$ cat config.mk
export PLATFORM = sky130hd
export DESIGN_NAME = bram_arbiter
export DESIGN_NICKNAME = d
export VERILOG_FILES = /design/src/rtl/bram_arbiter.sv
export SDC_FILE = /design/constraint.sdc
export NUM_CORES = 1
export LEC_CHECK = 0
export ABC_AREA = 0
export ABC_CLOCK_PERIOD_IN_PS = 1100
export CAP_MARGIN = 10
export CORE_MARGIN = 10
export CORE_UTILIZATION = 32
export DETAILED_ROUTE_END_ITERATION = 8
export GPL_ROUTABILITY_DRIVEN = 1
export PLACE_DENSITY_LB_ADDON = 0.2
export SYNTH_ARGS = -nofsm -noshare
export SYNTH_HDL_FRONTEND = slang
export SYNTH_SLANG_ARGS = --single-unit
$ cat constraint.sdc
create_clock -name clk -period 1.1 [get_ports clk]
set_input_delay 0.22 -clock clk [delete_from_list [all_inputs] [get_ports clk]]
set_output_delay 0.22 -clock clk [all_outputs]
set_load 0.005 [all_outputs]
$ cat src/rtl/bram_arbiter.sv
// Two-port req/gnt arbiter sharing one single-port BRAM with a registered command stage.
// Define BRAM_ARB_FIXED_PRIO_EN for fixed port-0 priority; round-robin otherwise.
module bram_arbiter #(
    parameter int DATA_WIDTH = 8,
    parameter int ADDR_WIDTH = 12
) (
    input  logic                  clk,
    input  logic                  rst,
    input  logic                  p0_req,
    input  logic                  p0_we,
    input  logic [ADDR_WIDTH-1:0] p0_addr,
    input  logic [DATA_WIDTH-1:0] p0_wdata,
    output logic                  p0_gnt,
    output logic                  p0_rvalid,
    output logic [DATA_WIDTH-1:0] p0_rdata,
    input  logic                  p1_req,
    input  logic                  p1_we,
    input  logic [ADDR_WIDTH-1:0] p1_addr,
    input  logic [DATA_WIDTH-1:0] p1_wdata,
    output logic                  p1_gnt,
    output logic                  p1_rvalid,
    output logic [DATA_WIDTH-1:0] p1_rdata,
    output logic                  mem_en,
    output logic                  mem_we,
    output logic [ADDR_WIDTH-1:0] mem_addr,
    output logic [DATA_WIDTH-1:0] mem_din,
    input  logic [DATA_WIDTH-1:0] mem_dout
);

    typedef enum logic {
        PORT0 = 1'b0,
        PORT1 = 1'b1
    } port_e;

    logic                  mem_en_q, mem_we_q;
    logic [ADDR_WIDTH-1:0] mem_addr_q;
    logic [DATA_WIDTH-1:0] mem_din_q;
    logic                  tag1_v_q, tag2_v_q;
    port_e                 tag1_p_q, tag2_p_q;

    logic                  xfer;
    port_e                 sel;
    logic                  cmd_we;
    logic [ADDR_WIDTH-1:0] cmd_addr;
    logic [DATA_WIDTH-1:0] cmd_din;

`ifndef BRAM_ARB_FIXED_PRIO_EN
    port_e prio_q, prio_d;
`endif

    always_comb begin
        p0_gnt = 1'b0;
        p1_gnt = 1'b0;
        if (!rst) begin
`ifdef BRAM_ARB_FIXED_PRIO_EN
            p0_gnt = p0_req;
            p1_gnt = p1_req & ~p0_req;
`else
            if (p0_req && p1_req) begin
                if (prio_q == PORT0) p0_gnt = 1'b1;
                else                 p1_gnt = 1'b1;
            end else begin
                p0_gnt = p0_req;
                p1_gnt = p1_req;
            end
`endif
        end
    end

    always_comb begin
        xfer     = p0_gnt | p1_gnt;
        sel      = p1_gnt ? PORT1 : PORT0;
        cmd_we   = (sel == PORT1) ? p1_we    : p0_we;
        cmd_addr = (sel == PORT1) ? p1_addr  : p0_addr;
        cmd_din  = (sel == PORT1) ? p1_wdata : p0_wdata;
    end

`ifndef BRAM_ARB_FIXED_PRIO_EN
    // After any transfer the port that lost (or did not ask) gets priority next.
    always_comb begin
        prio_d = prio_q;
        if (xfer) prio_d = (sel == PORT1) ? PORT0 : PORT1;
    end

    always_ff @(posedge clk) begin
        if (rst) prio_q <= PORT0;
        else     prio_q <= prio_d;
    end
`endif

    always_ff @(posedge clk) begin
        if (rst) begin
            mem_en_q   <= 1'b0;
            mem_we_q   <= 1'b0;
            mem_addr_q <= '0;
            mem_din_q  <= '0;
            tag1_v_q   <= 1'b0;
            tag1_p_q   <= PORT0;
            tag2_v_q   <= 1'b0;
            tag2_p_q   <= PORT0;
        end else begin
            mem_en_q <= xfer;
            if (xfer) begin
                mem_we_q   <= cmd_we;
                mem_addr_q <= cmd_addr;
                mem_din_q  <= cmd_din;
            end
            tag1_v_q <= xfer & ~cmd_we;
            tag1_p_q <= sel;
            tag2_v_q <= tag1_v_q;
            tag2_p_q <= tag1_p_q;
        end
    end

    assign mem_en    = mem_en_q;
    assign mem_we    = mem_we_q;
    assign mem_addr  = mem_addr_q;
    assign mem_din   = mem_din_q;
    assign p0_rvalid = tag2_v_q & (tag2_p_q == PORT0);
    assign p1_rvalid = tag2_v_q & (tag2_p_q == PORT1);
    assign p0_rdata  = mem_dout;
    assign p1_rdata  = mem_dout;

endmodule

==> impl_metrics.tcl <==
set metrics [dict create \
    yosysSeqAreaShare 0.374 \
    grt_max_degree 21 \
    drive_above_1_share 0.435 \
    clk-insertion-delay-late_ns 0.27 \
    synth_area_leaders "dfxtp_1, a2111oi_2, a221o_1" \
    clock-skew-final_ns 0.00330 \
    violations "negative setup slack" \
    cts_buffer_depth 2 \
    drt-initial-drc-count 50 \
    yosysMostFrequentCell "dfxtp_1" \
    synth_edf_count 0 \
    synthTopCellsByCount "dfxtp_1, a221o_1, inv_1" \
    post-route-min-period_ns 1.30 \
    crit_family "flip-flops" \
    gr-usage-all-layers 0.130 \
    critPathSlowestCell "dfxtp_2" \
    n_antenna_cell 0 \
    cts_max_level 1 \
    portBuffers 71 \
    ant_nets 0 \
    fin_nets 262 \
    row_count 24 \
    dieArea_um2 7600 \
    power_density_nw_per_um2 923 \
    cts_num_sinks 27 \
    max_stage_delay_ns 0.33 \
    io_pins 96 \
    area_delta_synth_final_pct 85.6 \
    synth_area_per_cell_um2 10.6 \
    synth_cells 136 \
    grt_antenna_before_repair 0 \
    cp.arrival_ns 1.08 \
    crit_buf_inv 2 \
    setup_viol 23 \
    cts.clk_slew.worst_paths_ns 0.09 \
    dieWidth_um 87.2 \
    yosysUniqueCellTypes 22 \
    synth_area_leader_cell "dfxtp_1" \
    die_y_um 87.2 \
    post-route-util 0.616 \
    dp_slack_ns -0.765 \
    final_max_slew_viol_count 0 \
    power.leakage_uw 0.00101 \
    clockRootBuffer "clkbuf_8" \
    peakVddDrop_mv 0.443 \
    ys_ff_latch 27 \
    via_per_inst 5.21 \
    synth-async-reset-ratio 0 \
    hold_viol 0 \
    dp_hpwl_mm 3.52 \
    wire_per_inst_um 19.8 \
    crit_chain "buf_6 > a211oi_2 > buf_2" \
    detail_route.first_pass.iterations 4 \
    criticalPathCategory "reg2out" \
    cts_tree "built" \
    design.core.area_um2 4350 \
    max_freq_ghz 0.769 \
    syn-num-nets 190 \
    synth_ff_type "dfxtp_1" \
    crit_path_end_kind "output pin" \
    worst_pin_slew_ns 0.413 \
    numCtsBuffers 3 \
    worstHoldPathType "in2out" \
    period_share 1.18 \
    grt_pass1_wl_mm 7.98 \
    via_count 1349 \
    rsz0062_at_grt "true" \
    route.detailed.drc 0 \
    required_ns 0.88 \
    status "complete, but fails checks" \
    cp_max_fo 3 \
    initial_core_util 0.332 \
    setup_slack_ns -0.201 \
    start_kind "register" \
    gp_congestion 0.758 \
    maxCapViolCount 0 \
    slew_headroom 0.725 \
    yosys_warnings 0 \
    grt_overflow_total 0 \
    routed_wl_mm 5.14 \
    syn-cell-area_um2 1450 \
    synth_top_area_frac 0.374 \
    grt_pass1_vias 1592 \
]
## stage by stage
| stage | instance area [um^2] | cells | hold slack, ns | setup TNS (ns) | power, uW |
|---|---|---|---|---|---|
| final | 2680 | 259 | 0.440 | -2.61 | 2480 |
| after global routing | 2680 | 259 | 0.440 | -3.49 | 2610 |
| after CTS | 2620 | 256 | 0.440 | -1.26 | 2470 |
| after detailed placement | 2140 | 245 | 0.425 | -19.29 | 1740 |
| after global placement | 2140 | 245 | 0.426 | -18.08 | 1730 |
| after floorplan | 1450 | 136 | 0.320 | -0.194 | 1410 |
## kinds of logic after synthesis
family | Yosys count | synth area share
buf+inv | 52 | 0.206
compound gates | 44 | 0.361
simple gates | 13 | 0.0589
flops | 27 | 0.374
## worst reg2reg max path: stages (launching register included)
cell and delay (ns):
dfxtp_2 0.33, buf_6 0.11, buf_4 0.15, buf_12 0.16
a2111oi_4 0.30, a221o_1 0.16
## what timing repair did
item / 4_1_cts / 5_1_grt
cloned: 4 / 0
buffers inserted: 4 / 3
pin swaps: 4 / 3
hold buffers: 0 / 0
gates resized for setup: 107 / 39
endpoints found under the setup margin: 49 / 47
## flip-flops by register name, indices dropped and copies added, names as in the netlist
name	count
mem_en	1
tag1_p_q	1
tag2_v_q	1
mem_we	1
prio_q	1
tag2_p_q	1
mem_addr	12
mem_din	8
tag1_v_q	1
## path summary, 6_finish.rpt
kind / endpoint / start / depth (start not counted) / slack (ns)
worst max-delay path: p0_gnt / prio_q / 3 / -0.20
worst min-delay path: p0_rdata[3] / mem_dout[3] / 0 / 0.44
worst max register to register: mem_addr[1] / prio_q / 5 / -0.16
worst min register to register: tag2_p_q / tag1_p_q / 1 / 0.44
## cell usage in the layout, fill, tap and decap left out, drive strengths merged
master          n
a2111oi        21
nor3b           1
nor2            2
a221o          21
nand2           1
clkdlybuf4s15  20
clkdlybuf4s50  42
a21oi           1
nand2b          2
and3            1
dlygate4sd2     2
bufbuf          1
clkbuf          6
buf            29
nor3            1
nor2b           3
inv            23
dfxtp          27
and2b           1
and2            1
a211oi          1
## routing by layer
metal,GRT usage,up-vias,routed length (um)
li1,-,639,-
met5,0,-,0
met3,0.0655,4,603
met1,0.136,642,2020
met4,0.0319,0,22
met2,0.226,64,2490
## report_power, final
part / internal, uW / total, uW / switching (uW) / leakage (uW)
clock: 259 / 564 / 305 / 0.0000228
sequential: 1070 / 1110 / 40.4 / 0.000231
combinational: 464 / 807 / 343 / 0.000758
total: 1790 / 2480 / 688 / 0.00101
## area by class of cell
type                       instances  area [um^2]
fill                             342         1670
sequential                        27          569
multi-input combinational         57          918
inverter                          23         91.3
timing repair buffer              96          993
clock buffer                       4         45.0
tap                               52         65.1
Note: power is estimated with default switching activity, not from simulation.
==> variant, RTL diff (same flow settings) <==
Set the parameter `ADDR_WIDTH` to 11 (it was 12).
--- a/src/rtl/bram_arbiter.sv
+++ b/src/rtl/bram_arbiter.sv
@@ -2,7 +2,7 @@
 // Define BRAM_ARB_FIXED_PRIO_EN for fixed port-0 priority; round-robin otherwise.
 module bram_arbiter #(
     parameter int DATA_WIDTH = 8,
-    parameter int ADDR_WIDTH = 12
+    parameter int ADDR_WIDTH = 11
 ) (
     input  logic                  clk,
     input  logic                  rst,
Ports: changed (resized mem_addr, p0_addr and p1_addr); port bits go from 96 to 93. No check against the original RTL was run, so the function may have changed too.
==> variant against the unedited design <==
- the run still ends with negative setup slack left
- utilization grew 0.90 points
- fmax grew 1.8%
- worst setup slack gained 24 ps
- area after synthesis shrank 11%
- final area shrank 12%
- sequential power shrank 5%
- total power grew 3.2%
- largest power group unchanged
- sequential cell count shrank 1
- routed wire length shrank 4.0%
- clock power grew 46%
- critical path depth grew 1
==> variant: results (changes against the unedited design) <==
* Met3 wire length at 392 um (was 603 um)
* Final WL at 4930 um (was 5140 um)
* Buffering overhead at 38.0% (was 37.0%)
* Hold slack at 399 ps (was 440 ps)
* Worst IR Drop VDD at 0.629 mV (was 0.443 mV)
* Inverters at 22 (was 23)
* Reg2reg setup slack at -100 ps (was -160 ps)
* Nonclk buf count at 90 (was 96)
* Rel. slew slack at 64.8% (was 72.5%)
* Dpl ws at -1060 ps (was -765 ps)
* FFs & Latches at 26 (was 27)
* Fill count at 305 (was 342)
* Multi-input gate count at 56 (was 57)
* FF-to-FF End: mem_din[6] (was mem_addr[1])
* Number of flip-flops in the largest register at 11 (was 12)
* Number of global-route vias before repair at 1,464 (was 1,592)
* Worst Hold Path Cells at 2 (was 0)
* Crit path max fanout at 5 (was 3)
* Met1 WL at 2040 um (was 2020 um)
* Met2 wire length at 2380 um (was 2490 um)
* Clock skew at 1.08 ps (was 3.30 ps)
* Tapcells at 48 (was 52)
* Reg area at 546 um^2 (was 569 um^2)
* Internal power at 1.91 mW (was 1.79 mW)
* HPWL Detailed at 3180 um (was 3520 um)
* DR WL/cell at 20.1 um (was 19.8 um)
* DR vias/cell at 5.28 (was 5.21)
* Worst hold endpoint: prio_q (was p0_rdata[3])
* Met2 Track Usage GR at 22.6% (about the same)
* Worst EP arrival at 1060 ps (was 1080 ps)
* Largest net degree at the start of global routing at 25 (was 21)
* Failing checks: negative setup slack (unchanged)
* Avg Cell Area, Syn at 9.70 um^2 (was 10.6 um^2)
* Share of cells above drive strength 1 at 42.4% (was 43.5%)
* Gates resized, CTS repair at 106 (was 107)
* PnR worst setup slack at -177 ps (was -201 ps)
* Global router's overall resource usage at 13.2% (was 13.0%)
* Ranking of synthesized cells by area: dfxtp_1 (41%), a221o_1 (16%), a2111oi_0 (13%), buf_4 (10%), inv_1 (5.9%) (was dfxtp_1 (37%), a2111oi_2 (19%), a221o_1 (15%), buf_4 (9.4%), inv_1 (5.5%))
* Pleak at 0.951 nW (was 1.01 nW)
* GRT met1 Usage at 15.0% (was 13.6%)
* Final TNS setup at -1910 ps (was -2610 ps)
* Multi-input gate area at 694 um^2 (was 918 um^2)
* GPL Wtd Cong at 0.824 (was 0.758)
* Post-layout util at 62.5% (was 61.6%)
* Layout clock area frac at 3.03% (was 1.68%)
* Met3 usage at 4.98% (was 6.55%)
* Post-synthesis sequential area ratio at 40.7% (was 37.4%)
* Initial DRC count at 40 (was 50)
* Outcome: finished with violations (unchanged)
* Hold Crit Start: rst (was mem_dout[3])
* Final setup fails at 23 (unchanged)
* Worst hold-check path type: in -> reg (was in -> out)
## variant: power by group through the flow
stage                     logic (mW)  registers (mW)  clock network, mW
after floorplan                0.223            1.07                  0
after global placement         0.529            1.07                  0
after detailed placement       0.539            1.07                  0
after CTS                      0.614            1.06              0.822
after global routing           0.716            1.07              0.851
final                          0.670            1.06              0.821
## variant: worst max path at each step
stage / startpoint / endpoint / depth (start not counted)
after floorplan: prio_q / mem_addr[2] / 5
after global placement: p1_req / mem_we / 3
after detailed placement: rst / mem_addr[5] / 3
after CTS: prio_q / p0_gnt / 3
after global routing: prio_q / p0_gnt / 3
final: prio_q / p1_gnt / 4
## variant: logic make-up after synthesis
| kind of cell | count (synthesis) | synth area share (%) |
|---|---|---|
| DFF | 26 | 40.7 |
| AOI/OAI and AO/OA | 42 | 30.8 |
| buffers and inverters | 51 | 22.6 |
| and+or+nand+nor | 13 | 5.96 |
## variant: worst max-delay path: cells and delay by family, from the launching register on
kind,cells,cell delay (ps)
buffers and inverters,2,210
DFF,1,350
and+or+nand+nor,2,210
